<file path="config.mk">
export PLATFORM = sky130hd
export DESIGN_NAME = axi_stream_pattern_source_flat
export DESIGN_NICKNAME = d
export VERILOG_FILES = /design/src/rtl/axi_stream_pattern_source_if.sv /design/src/rtl/axi_stream_pattern_source.sv /design/src/flat_wrapper.sv
export SDC_FILE = /design/constraint.sdc
export NUM_CORES = 1
export LEC_CHECK = 0
export BUFFER_PORTS_ARGS = -buffer_cell sky130_fd_sc_hd__buf_2
export CORE_ASPECT_RATIO = 0.5
export CORE_MARGIN = 1
export CORE_UTILIZATION = 41
export DETAILED_ROUTE_END_ITERATION = 16
export SYNTH_ARGS = -nofsm -noshare
export SYNTH_HDL_FRONTEND = slang
export SYNTH_SLANG_ARGS = --single-unit
</file>
<file path="constraint.sdc">
create_clock -name clk -period 2.3 [get_ports clk]
set_input_delay 0.46 -clock clk [delete_from_list [all_inputs] [get_ports clk]]
set_output_delay 0.46 -clock clk [all_outputs]
set_load 0.01 [all_outputs]
</file>
<file path="src/rtl/axi_stream_pattern_source_if.sv">
// ---------------------------------------------------------------------------
// axi_stream_pattern_source_if
// Purpose : AXI4-Stream style bundle (data, valid, last, ready) carried
//           between the pattern source and the downstream data mover.
// Signals : tdata  - stream data word (DATA_W bits), driven by the master
//           tvalid - beat valid, driven by the master
//           tlast  - final beat of a frame, driven by the master
//           tready - downstream ready, driven by the slave
// Modports: master (pattern source side), slave (consumer side)
// ---------------------------------------------------------------------------
interface axi_stream_pattern_source_if #(
    parameter int DATA_W = 32
);
    logic [DATA_W-1:0] tdata;
    logic              tvalid;
    logic              tlast;
    logic              tready;

    modport master (
        output tdata,
        output tvalid,
        output tlast,
        input  tready
    );

    modport slave (
        input  tdata,
        input  tvalid,
        input  tlast,
        output tready
    );
endinterface

</file>
<file path="src/rtl/axi_stream_pattern_source.sv">
// ---------------------------------------------------------------------------
// axi_stream_pattern_source
// Purpose : Emits frames of incrementing data words on an AXI4-Stream style
//           master port. A frame is requested with start; seed, length and
//           gap are captured when the request is accepted. Successive beats
//           carry seed, seed+1, ... (wrapping modulo 2^DATA_W), tlast marks
//           the final beat, and an optional number of idle cycles can be
//           inserted between beats.
// Ports   : clk    - single clock, rising edge
//           reset  - synchronous, active-high
//           start  - frame request, honoured only while idle
//           seed   - first data word of the frame
//           length - beats per frame (0 means the request is ignored)
//           gap    - idle cycles between beats
//           busy   - frame in progress
//           done   - one-cycle pulse after the final beat transfers
//           m_axis - stream master (tdata/tvalid/tlast out, tready in)
//
// state | meaning
// ------+--------------------------------------------------------------
// IDLE  | no frame; waits for start with a non-zero length
// SEND  | beat presented with tvalid=1, held until tready handshake
// GAP   | tvalid=0 for the latched number of idle cycles between beats
// ---------------------------------------------------------------------------
module axi_stream_pattern_source #(
    parameter int DATA_W = 32,
    parameter int LEN_W  = 8
) (
    input  logic                         clk,
    input  logic                         reset,
    input  logic                         start,
    input  logic [DATA_W-1:0]            seed,
    input  logic [LEN_W-1:0]             length,
    input  logic [3:0]                   gap,
    output logic                         busy,
    output logic                         done,
    axi_stream_pattern_source_if.master  m_axis
);

    typedef enum logic [1:0] {
        ST_IDLE = 2'd0,
        ST_SEND = 2'd1,
        ST_GAP  = 2'd2
    } state_t;

    state_t            state;

    logic [LEN_W-1:0]  len_q;
    logic [3:0]        gap_q;
    logic [LEN_W-1:0]  beat_cnt;
    logic [3:0]        gap_cnt;

    logic [DATA_W-1:0] tdata_q;
    logic              tvalid_q;
    logic              tlast_q;

    logic [LEN_W-1:0]  last_idx;
    logic [LEN_W-1:0]  beat_nxt;
    logic              handshake;

    // len_q is never zero while a frame runs, so last_idx never underflows.
    assign last_idx  = len_q - LEN_W'(1);
    assign beat_nxt  = beat_cnt + LEN_W'(1);
    assign handshake = tvalid_q & m_axis.tready;

    assign m_axis.tdata  = tdata_q;
    assign m_axis.tvalid = tvalid_q;
    assign m_axis.tlast  = tlast_q;

    always_ff @(posedge clk) begin
        if (reset) begin
            state    <= ST_IDLE;
            len_q    <= '0;
            gap_q    <= '0;
            beat_cnt <= '0;
            gap_cnt  <= '0;
            tdata_q  <= '0;
            tvalid_q <= 1'b0;
            tlast_q  <= 1'b0;
            busy     <= 1'b0;
            done     <= 1'b0;
        end else begin
            done <= 1'b0;
            case (state)
                ST_IDLE: begin
                    // The first beat is presented on the accepting edge,
                    // so a start during the done cycle chains frames with
                    // no dead cycle.
                    if (start && (length != '0)) begin
                        state    <= ST_SEND;
                        len_q    <= length;
                        gap_q    <= gap;
                        beat_cnt <= '0;
                        gap_cnt  <= '0;
                        tdata_q  <= seed;
                        tvalid_q <= 1'b1;
                        tlast_q  <= (length == LEN_W'(1));
                        busy     <= 1'b1;
                    end
                end

                ST_SEND: begin
                    if (handshake) begin
                        if (beat_cnt == last_idx) begin
                            state    <= ST_IDLE;
                            tvalid_q <= 1'b0;
                            tlast_q  <= 1'b0;
                            busy     <= 1'b0;
                            done     <= 1'b1;
                        end else begin
                            beat_cnt <= beat_nxt;
                            tdata_q  <= tdata_q + DATA_W'(1);
                            if (gap_q == 4'd0) begin
                                tlast_q <= (beat_nxt == last_idx);
                            end else begin
                                state    <= ST_GAP;
                                tvalid_q <= 1'b0;
                                tlast_q  <= 1'b0;
                                gap_cnt  <= gap_q;
                            end
                        end
                    end
                end

                ST_GAP: begin
                    // Down-counter loaded with the gap on entry; the edge
                    // that sees terminal count 1 is the G-th idle edge and
                    // re-presents the (already incremented) next beat.
                    gap_cnt <= gap_cnt - 4'd1;
                    if (gap_cnt == 4'd1) begin
                        state    <= ST_SEND;
                        tvalid_q <= 1'b1;
                        tlast_q  <= (beat_cnt == last_idx);
                    end
                end

                default: begin
                    state    <= ST_IDLE;
                    tvalid_q <= 1'b0;
                    tlast_q  <= 1'b0;
                    busy     <= 1'b0;
                end
            endcase
        end
    end

endmodule
</file>
<file path="src/flat_wrapper.sv">
// flat-port wrapper written by rule: the top's interface ports become plain ports
module axi_stream_pattern_source_flat 
#(
    parameter int DATA_W = 32,
    parameter int LEN_W  = 8
)
  (clk, reset, start, seed, length, gap, busy, done, m_axis_tdata, m_axis_tvalid, m_axis_tlast, m_axis_tready);
  axi_stream_pattern_source_if #(.DATA_W(DATA_W)) m_axis_i ();
  input  logic clk;
  input  logic reset;
  input  logic start;
  input  logic [DATA_W-1:0] seed;
  input  logic [LEN_W-1:0] length;
  input  logic [3:0] gap;
  output logic busy;
  output logic done;
  output wire logic [$bits(m_axis_i.tdata)-1:0] m_axis_tdata;
  output wire logic [$bits(m_axis_i.tvalid)-1:0] m_axis_tvalid;
  output wire logic [$bits(m_axis_i.tlast)-1:0] m_axis_tlast;
  input wire logic [$bits(m_axis_i.tready)-1:0] m_axis_tready;
  assign m_axis_tdata = m_axis_i.tdata;
  assign m_axis_tvalid = m_axis_i.tvalid;
  assign m_axis_tlast = m_axis_i.tlast;
  assign m_axis_i.tready = m_axis_tready;
  axi_stream_pattern_source #(.DATA_W(DATA_W), .LEN_W(LEN_W)) u_core (.clk(clk), .reset(reset), .start(start), .seed(seed), .length(length), .gap(gap), .busy(busy), .done(done), .m_axis(m_axis_i));
endmodule
</file>
* Word level (Yosys, flattened, before mapping)
Cells that the tools add are included.
** Operators by class
- Add/sub/neg operators :: 4
- Multipliers :: 0
- Div/mod/pow operators :: 0
- $lt $le $gt $ge :: 0
- Eq/ne operators :: 13
- Shift-type cells :: 0
- Muxes and demuxes :: 35
- Bitwise operators :: 4
- Reductions and logical operators :: 13
** Operators with widths (number)
- two-way mux 32 bit :: 3
- case mux 32 bit (2 select lines) :: 1
- adder 32 x 1 -> 32 bit (second input constant) :: 1
- two-way mux 8 bit :: 3
- == test 8 bit :: 2
- two-way mux 4 bit :: 4
- case mux 8 bit (2 select lines) :: 1
- two-way mux 1 bit :: 13
- case mux 4 bit (3 select lines) :: 1
- AND reduction 4 bit :: 3
- two-way mux 2 bit :: 5
- case mux 1 bit (3 select lines) :: 3
- adder 8 x 1 -> 8 bit (second input constant) :: 1
- == test 8 x 1 -> 1 bit (second input constant) :: 1
- != test 2 x 1 -> 1 bit (second input constant) :: 4
- nonzero test 8 bit :: 1
- subtractor 8 x 1 -> 8 bit (second input constant) :: 1
- case mux 2 bit (3 select lines) :: 1
- AND reduction 5 bit :: 1
- == test 4 x 1 -> 1 bit (second input constant) :: 1
- logical NOT 4 bit :: 1
- != test 2 bit (second input constant) :: 2
- subtractor 4 x 1 -> 4 bit (second input constant) :: 1
- != test 3 x 2 -> 1 bit (second input constant) :: 1
- other kinds (11) :: 13
** Storage, ports and cells
- Register bits :: 62
- Bits in latches :: 0
- Bits in writable memories :: 0
- ROM bits :: 0
- Input port bits :: 48
- Output and inout port bits :: 36
- Logic and storage cells :: 79
- Memories :: 0

* Longest topological paths before layout
- Depth after elaboration :: 6
- Gate-level depth with buffers :: 10
- Depth with buffers taken out :: 8

* Least setup slack after synthesis
No wires, ideal clock.
- Kind :: register to register
- Start point :: register u_core.len_q[0]
- End point :: register u_core.tdata_q[23] (netlist: u_core.m_axis.tdata[23])
- Setup time :: 0.132 ns
- Data arrival time :: 2.124 ns
- Required time :: 2.168 ns
- Setup slack :: 0.044 ns
- Stages on the path, launching flop included :: 11
- Path buffers :: 2
- Period minus slack after synthesis :: 2.256 ns
- Cells stage by stage :: dfxtp_1 -> inv_1 -> ha_1 -> nor3b_2 -> and3_1 -> o211a_1 -> and4_2 -> buf_4 -> buf_4 -> a211oi_1 -> o32ai_1
** Between the ends
- Cells in the longest elaborated chain, start to end :: 4
** RTL lines
- start: declaration :: RTL line axi_stream_pattern_source.sv:48 : logic [LEN_W-1:0] len_q;
- start signal: assignment :: RTL line axi_stream_pattern_source.sv:91 : len_q <= length;
- subtractor 8 x 1 -> 8 bit :: RTL line axi_stream_pattern_source.sv:62 : assign last_idx = len_q - LEN_W'(1);
- == test 8 bit :: RTL line axi_stream_pattern_source.sv:104 : if (beat_cnt == last_idx) begin
- != test 2 bit (no line)
- AND reduction 4 bit (no line)
- end signal: assignment :: RTL line axi_stream_pattern_source.sv:112 : tdata_q <= tdata_q + DATA_W'(1);
- end: declaration :: RTL line axi_stream_pattern_source.sv:53 : logic [DATA_W-1:0] tdata_q;
Every way passes these cells.
A chain may end at the register's enable or synchronous reset.

* Final worst setup path
- Start point :: register u_core.len_q[2]
- End point :: register u_core.tdata_q[24] (netlist: u_core.m_axis.tdata[24])
The elaborated chain is that of the path after synthesis.

==> impl_summary.txt <==
----------------------------------------------------
[Timing]
  Post-route clock period utilization ... 0.989
  Final setup violation count ... 0
  Worst hold slack ... around 0.36 ns
  Worst-margin pin slew ... slightly below 0.5 ns
  Final Worst Setup Slack ... 0.0250 ns
  Relative slew slack ... 0.668
  Final hold violation count ... 0
  Maximum achievable frequency ... roughly 440 MHz
  Final Skew ... 0.00735 ns
  Number of pins exceeding their max-slew limit in the final report ... 0
  Shortest period the worst path allows ... 2.27 ns
  Setup repair after global routing missed its margin ... yes

[Floorplan]
  Effective utilization at floorplan ... 0.434
  Total core area ... between 9000 and 10,000 um^2
  Y dimension of the die ... 73.6 um
  I/O pin cnt ... 84
  Die Span X ... about 150 um
  Total die area ... about 11,000 um^2
  Row Count ... 25

[Run]
  Max_cap viols ... 0

[Yosys]
  Cell type with the highest aggregate area in the netlist ... sky130_fd_sc_hd__dfxtp_1
  Post-Synth Simple-Gate Area ... 0.266
  Number of enable-type register cells in the synthesized netlist ... 0
  Commonest cells in the synthesized netlist ... 62 x sky130_fd_sc_hd__dfxtp_1, 55 x sky130_fd_sc_hd__nand2_1, 40 x sky130_fd_sc_hd__nor2_1
  Cell types occupying the most area after synthesis ... sky130_fd_sc_hd__dfxtp_1 29%, sky130_fd_sc_hd__nand2_1 4.9%, sky130_fd_sc_hd__mux2i_1 4.8%, sky130_fd_sc_hd__a21oi_1 3.8%, sky130_fd_sc_hd__a211oi_1 3.7%
  Syn avg cell area ... 7.76 um^2
  Number of synthesized register bits ... 62
  Synthesis Warnings ... 0
  Summed instance area of the synthesized netlist ... 4210 um^2
  Synth Area in XOR/XNOR ... 0.0395
  Most frequently used cell type in the post-synthesis netlist ... sky130_fd_sc_hd__dfxtp_1
  Post-synth net total ... 599
  Adder-cell share of the synthesized area ... 0.0268
  Post-synthesis mux area share ... 0.0503
  Synthesized-area fraction occupied by ao, oa, aoi and oai cells ... 0.269
  Seq/Total Area, Yosys ... 0.295
  Syn Inst Count ... 542
  Most used flip-flop cell after synthesis ... sky130_fd_sc_hd__dfxtp_1
  Unique masters post-synth ... 65
  Main combinational cell family by area after synthesis ... compound AO/OA/AOI/OAI gates
  Proportion of synthesized flip-flops having asynchronous set or reset ... 0
  Share of the synthesized area in the top cell type ... 0.295

[Setup path]
  Reg-to-reg critical path endpoint ... u_core.m_axis.tdata[24]
  CP Class ... register to register
  Req. time, crit path ... ~2.6 ns
  Category of the worst setup path capture point ... register
  Cell count of the worst reg-to-reg path ... 7
  Worst R2R Setup Slack ... 0.03 ns
  Worst-path fanout max ... 6
  Nature of the critical path startpoint ... register
  Crit Reg-Reg Startpoint ... u_core.len_q[2]
  Launching element of the worst setup path ... u_core.len_q[2]
  Arrival time at the worst endpoint ... 2.54 ns

[Routing]
  WL/cell ... 17.6 um
  Total via count in the routed design ... 4,818
  Average via count per standard cell ... 5.94
  Detail Route Antenna Nets ... 0
  DRC viols ... 0
  Number of design-rule violations left by the first detailed-router iteration ... 382
  Drt pass-1 iters ... 5
  Wire length after detailed routing ... 14.3 mm

[Global routing]
  GR Util All Layers ... 0.264
  Total congestion overflow ... 0
  Initial antenna violation count ... 0
  Pin count of the biggest net entering global routing ... 33
  Number of global-route vias before repair ... 4,377
  First-pass GRT wire length ... 22.3 mm

[Power]
  Switching portion of total power ... 0.413
  Areal power density over the cells ... 1120 nW/um^2
  Clock power frac ... 0.237
  Part of the power in registers ... 0.266
  Relative contribution of combinational cells to total power ... 0.497
  NetSw ... 0.00261 W
  Internal power contribution ... 0.00370 W
  Static power due to leakage ... 2.30 nW
  Worst ir drop on vdd ... a little under 0.5 mV

[Worst hold path]
  Startpoint of the tightest hold check path ... gap[2]
  Type of the tightest min-delay check ... input port to register
  Destination of the worst hold path ... u_core.gap_q[2]
  Instance count along the most critical hold path ... 3

[Run status]
  Outcome ... finished, final reports clean

[Cells and area]
  Share of post-route cells with drive strength above 1 ... 0.321
  Final layout net count ... 728
  Finished layout cell area ... 5640 um^2
  Area growth from synthesis to layout ... 34.0%
  # diodes ... 0

[Placed design]
  Number of buffer cells added on primary ports ... 83
  Final weighted congestion in routability-driven placement ... 0.873
  Setup Slack @ Placement ... -0.105 ns
  Placed instance area ... 5160 um^2
  Sum of net half-perimeters after detailed placement ... 10.0 mm

[Clock network]
  Source-to-sink clock delay at the later pin of the worst-skew pair ... 0.34 ns
  Cell at the root of the clock tree ... sky130_fd_sc_hd__clkbuf_16
  Max clock buf depth ... 2
  Clock transition at the registers of the reported paths ... 0.05 ns
  Deepest level of the CTS H-tree ... 3
  Clock Sinks ... 62
  Clock tree from TritonCTS ... built
  Cts bufs inserted ... 9
  Post-CTS Hold Fix Bufs ... 0

----------------------------------------------------
-- flip-flops by register name, indices dropped and copies added (netlist names) --
| signal | count |
|---|---|
| u_core.len_q | 8 |
| u_core.m_axis.tlast | 1 |
| u_core.m_axis.tdata | 32 |
| u_core.gap_q | 4 |
| u_core.gap_cnt | 4 |
| u_core.m_axis.tvalid | 1 |
| u_core.busy | 1 |
| u_core.beat_cnt | 8 |
| u_core.done | 1 |
| u_core.state | 2 |
-- power groups by stage --
stage               sequential, W  combinational (W)  clock (W)
floorplan                 0.00176            0.00170          0
global placement          0.00168            0.00291          0
detailed placement        0.00169            0.00292          0
CTS                       0.00167            0.00296    0.00151
global route              0.00172            0.00342    0.00155
finish                    0.00168            0.00314    0.00150
-- area by class of cell --
class,count,area (um^2)
clock buffers,13,250
flip-flops and latches,62,1240
multi-input cells,425,2870
clock inverters,3,67.6
inverters,16,60.1
repair buffers,157,978
well taps,135,169
fillers,935,4060
-- repair_timing --
item	in CTS	in global routing
buffers inserted	0	3
gates cloned	0	1
endpoints found under the hold margin	0	0
pin swaps	0	11
setup endpoints to repair	32	47
gates resized for setup	3	28
-- per-stage QoR --
step                std cells   util  total power [W]  setup TNS [ns]
floorplan                 542      -          0.00346               0
global placement          791  0.532          0.00459         -0.0539
detailed placement        791  0.532          0.00461          -0.623
CTS                       807  0.566          0.00614         -0.0176
global route              811  0.581          0.00669          -0.628
finish                    811  0.581          0.00631               0
-- logic make-up after synthesis --
group,after synthesis
buffers and inverters,56
AO/OA/AOI/OAI,158
flip-flops,62
XOR/XNOR,19
adder cells (fa/ha/maj),9
multiplexers,21
AND/OR/NAND/NOR,217
-- worst max-delay path: stages, from the launching register on --
cell and delay [ns]:
sky130_fd_sc_hd__dfxtp_4 0.36, sky130_fd_sc_hd__buf_6 0.12, sky130_fd_sc_hd__nor4_4 0.40, sky130_fd_sc_hd__a31oi_2 0.16, sky130_fd_sc_hd__o211a_4 0.29, sky130_fd_sc_hd__and3_4 0.21
sky130_fd_sc_hd__or4_4 0.49, sky130_fd_sc_hd__a211oi_2 0.18
-- cell usage in the layout, fill, tap and decap left out, types with 7 or more instances in the layout --
cell and count:
sky130_fd_sc_hd__o32ai_1 14, sky130_fd_sc_hd__nand2_1 55, sky130_fd_sc_hd__buf_4 72, sky130_fd_sc_hd__xor2_1 8, sky130_fd_sc_hd__and3_1 10, sky130_fd_sc_hd__buf_2 83
sky130_fd_sc_hd__ha_1 7, sky130_fd_sc_hd__nor3_1 23, sky130_fd_sc_hd__a211oi_1 19, sky130_fd_sc_hd__inv_1 14, sky130_fd_sc_hd__a21oi_1 30, sky130_fd_sc_hd__nor2_1 39
sky130_fd_sc_hd__o211ai_1 8, sky130_fd_sc_hd__nor4_1 13, sky130_fd_sc_hd__dfxtp_1 61, sky130_fd_sc_hd__o311ai_0 7, sky130_fd_sc_hd__o31ai_1 9, sky130_fd_sc_hd__nand4_1 16
sky130_fd_sc_hd__o21ai_0 19, sky130_fd_sc_hd__xnor2_1 11, sky130_fd_sc_hd__clkbuf_16 9, sky130_fd_sc_hd__nand3_1 19, sky130_fd_sc_hd__mux2i_1 20
-- worst max path at each step --
stage / to / cells after the start / slack, ns
after floorplan: u_core.m_axis.tdata[23] / 10 / 0.04
after global placement: u_core.m_axis.tdata[25] / 8 / -0.05
after detailed placement: u_core.m_axis.tdata[25] / 8 / -0.10
after CTS: u_core.m_axis.tdata[26] / 8 / -0.01
after global routing: u_core.m_axis.tlast / 7 / -0.07
final: u_core.m_axis.tdata[24] / 7 / 0.03
-- metal layers --
| metal | share of wire | up-vias | track usage |
|---|---|---|---|
| li1 | - | 2338 | - |
| met1 | 0.48 | 2257 | 0.355 |
| met2 | 0.44 | 197 | 0.425 |
| met3 | 0.072 | 26 | 0.0615 |
| met4 | 0.016 | 0 | 0.0737 |
| met5 | 0 | - | 0 |
Note: power is estimated with default switching activity, not from simulation.
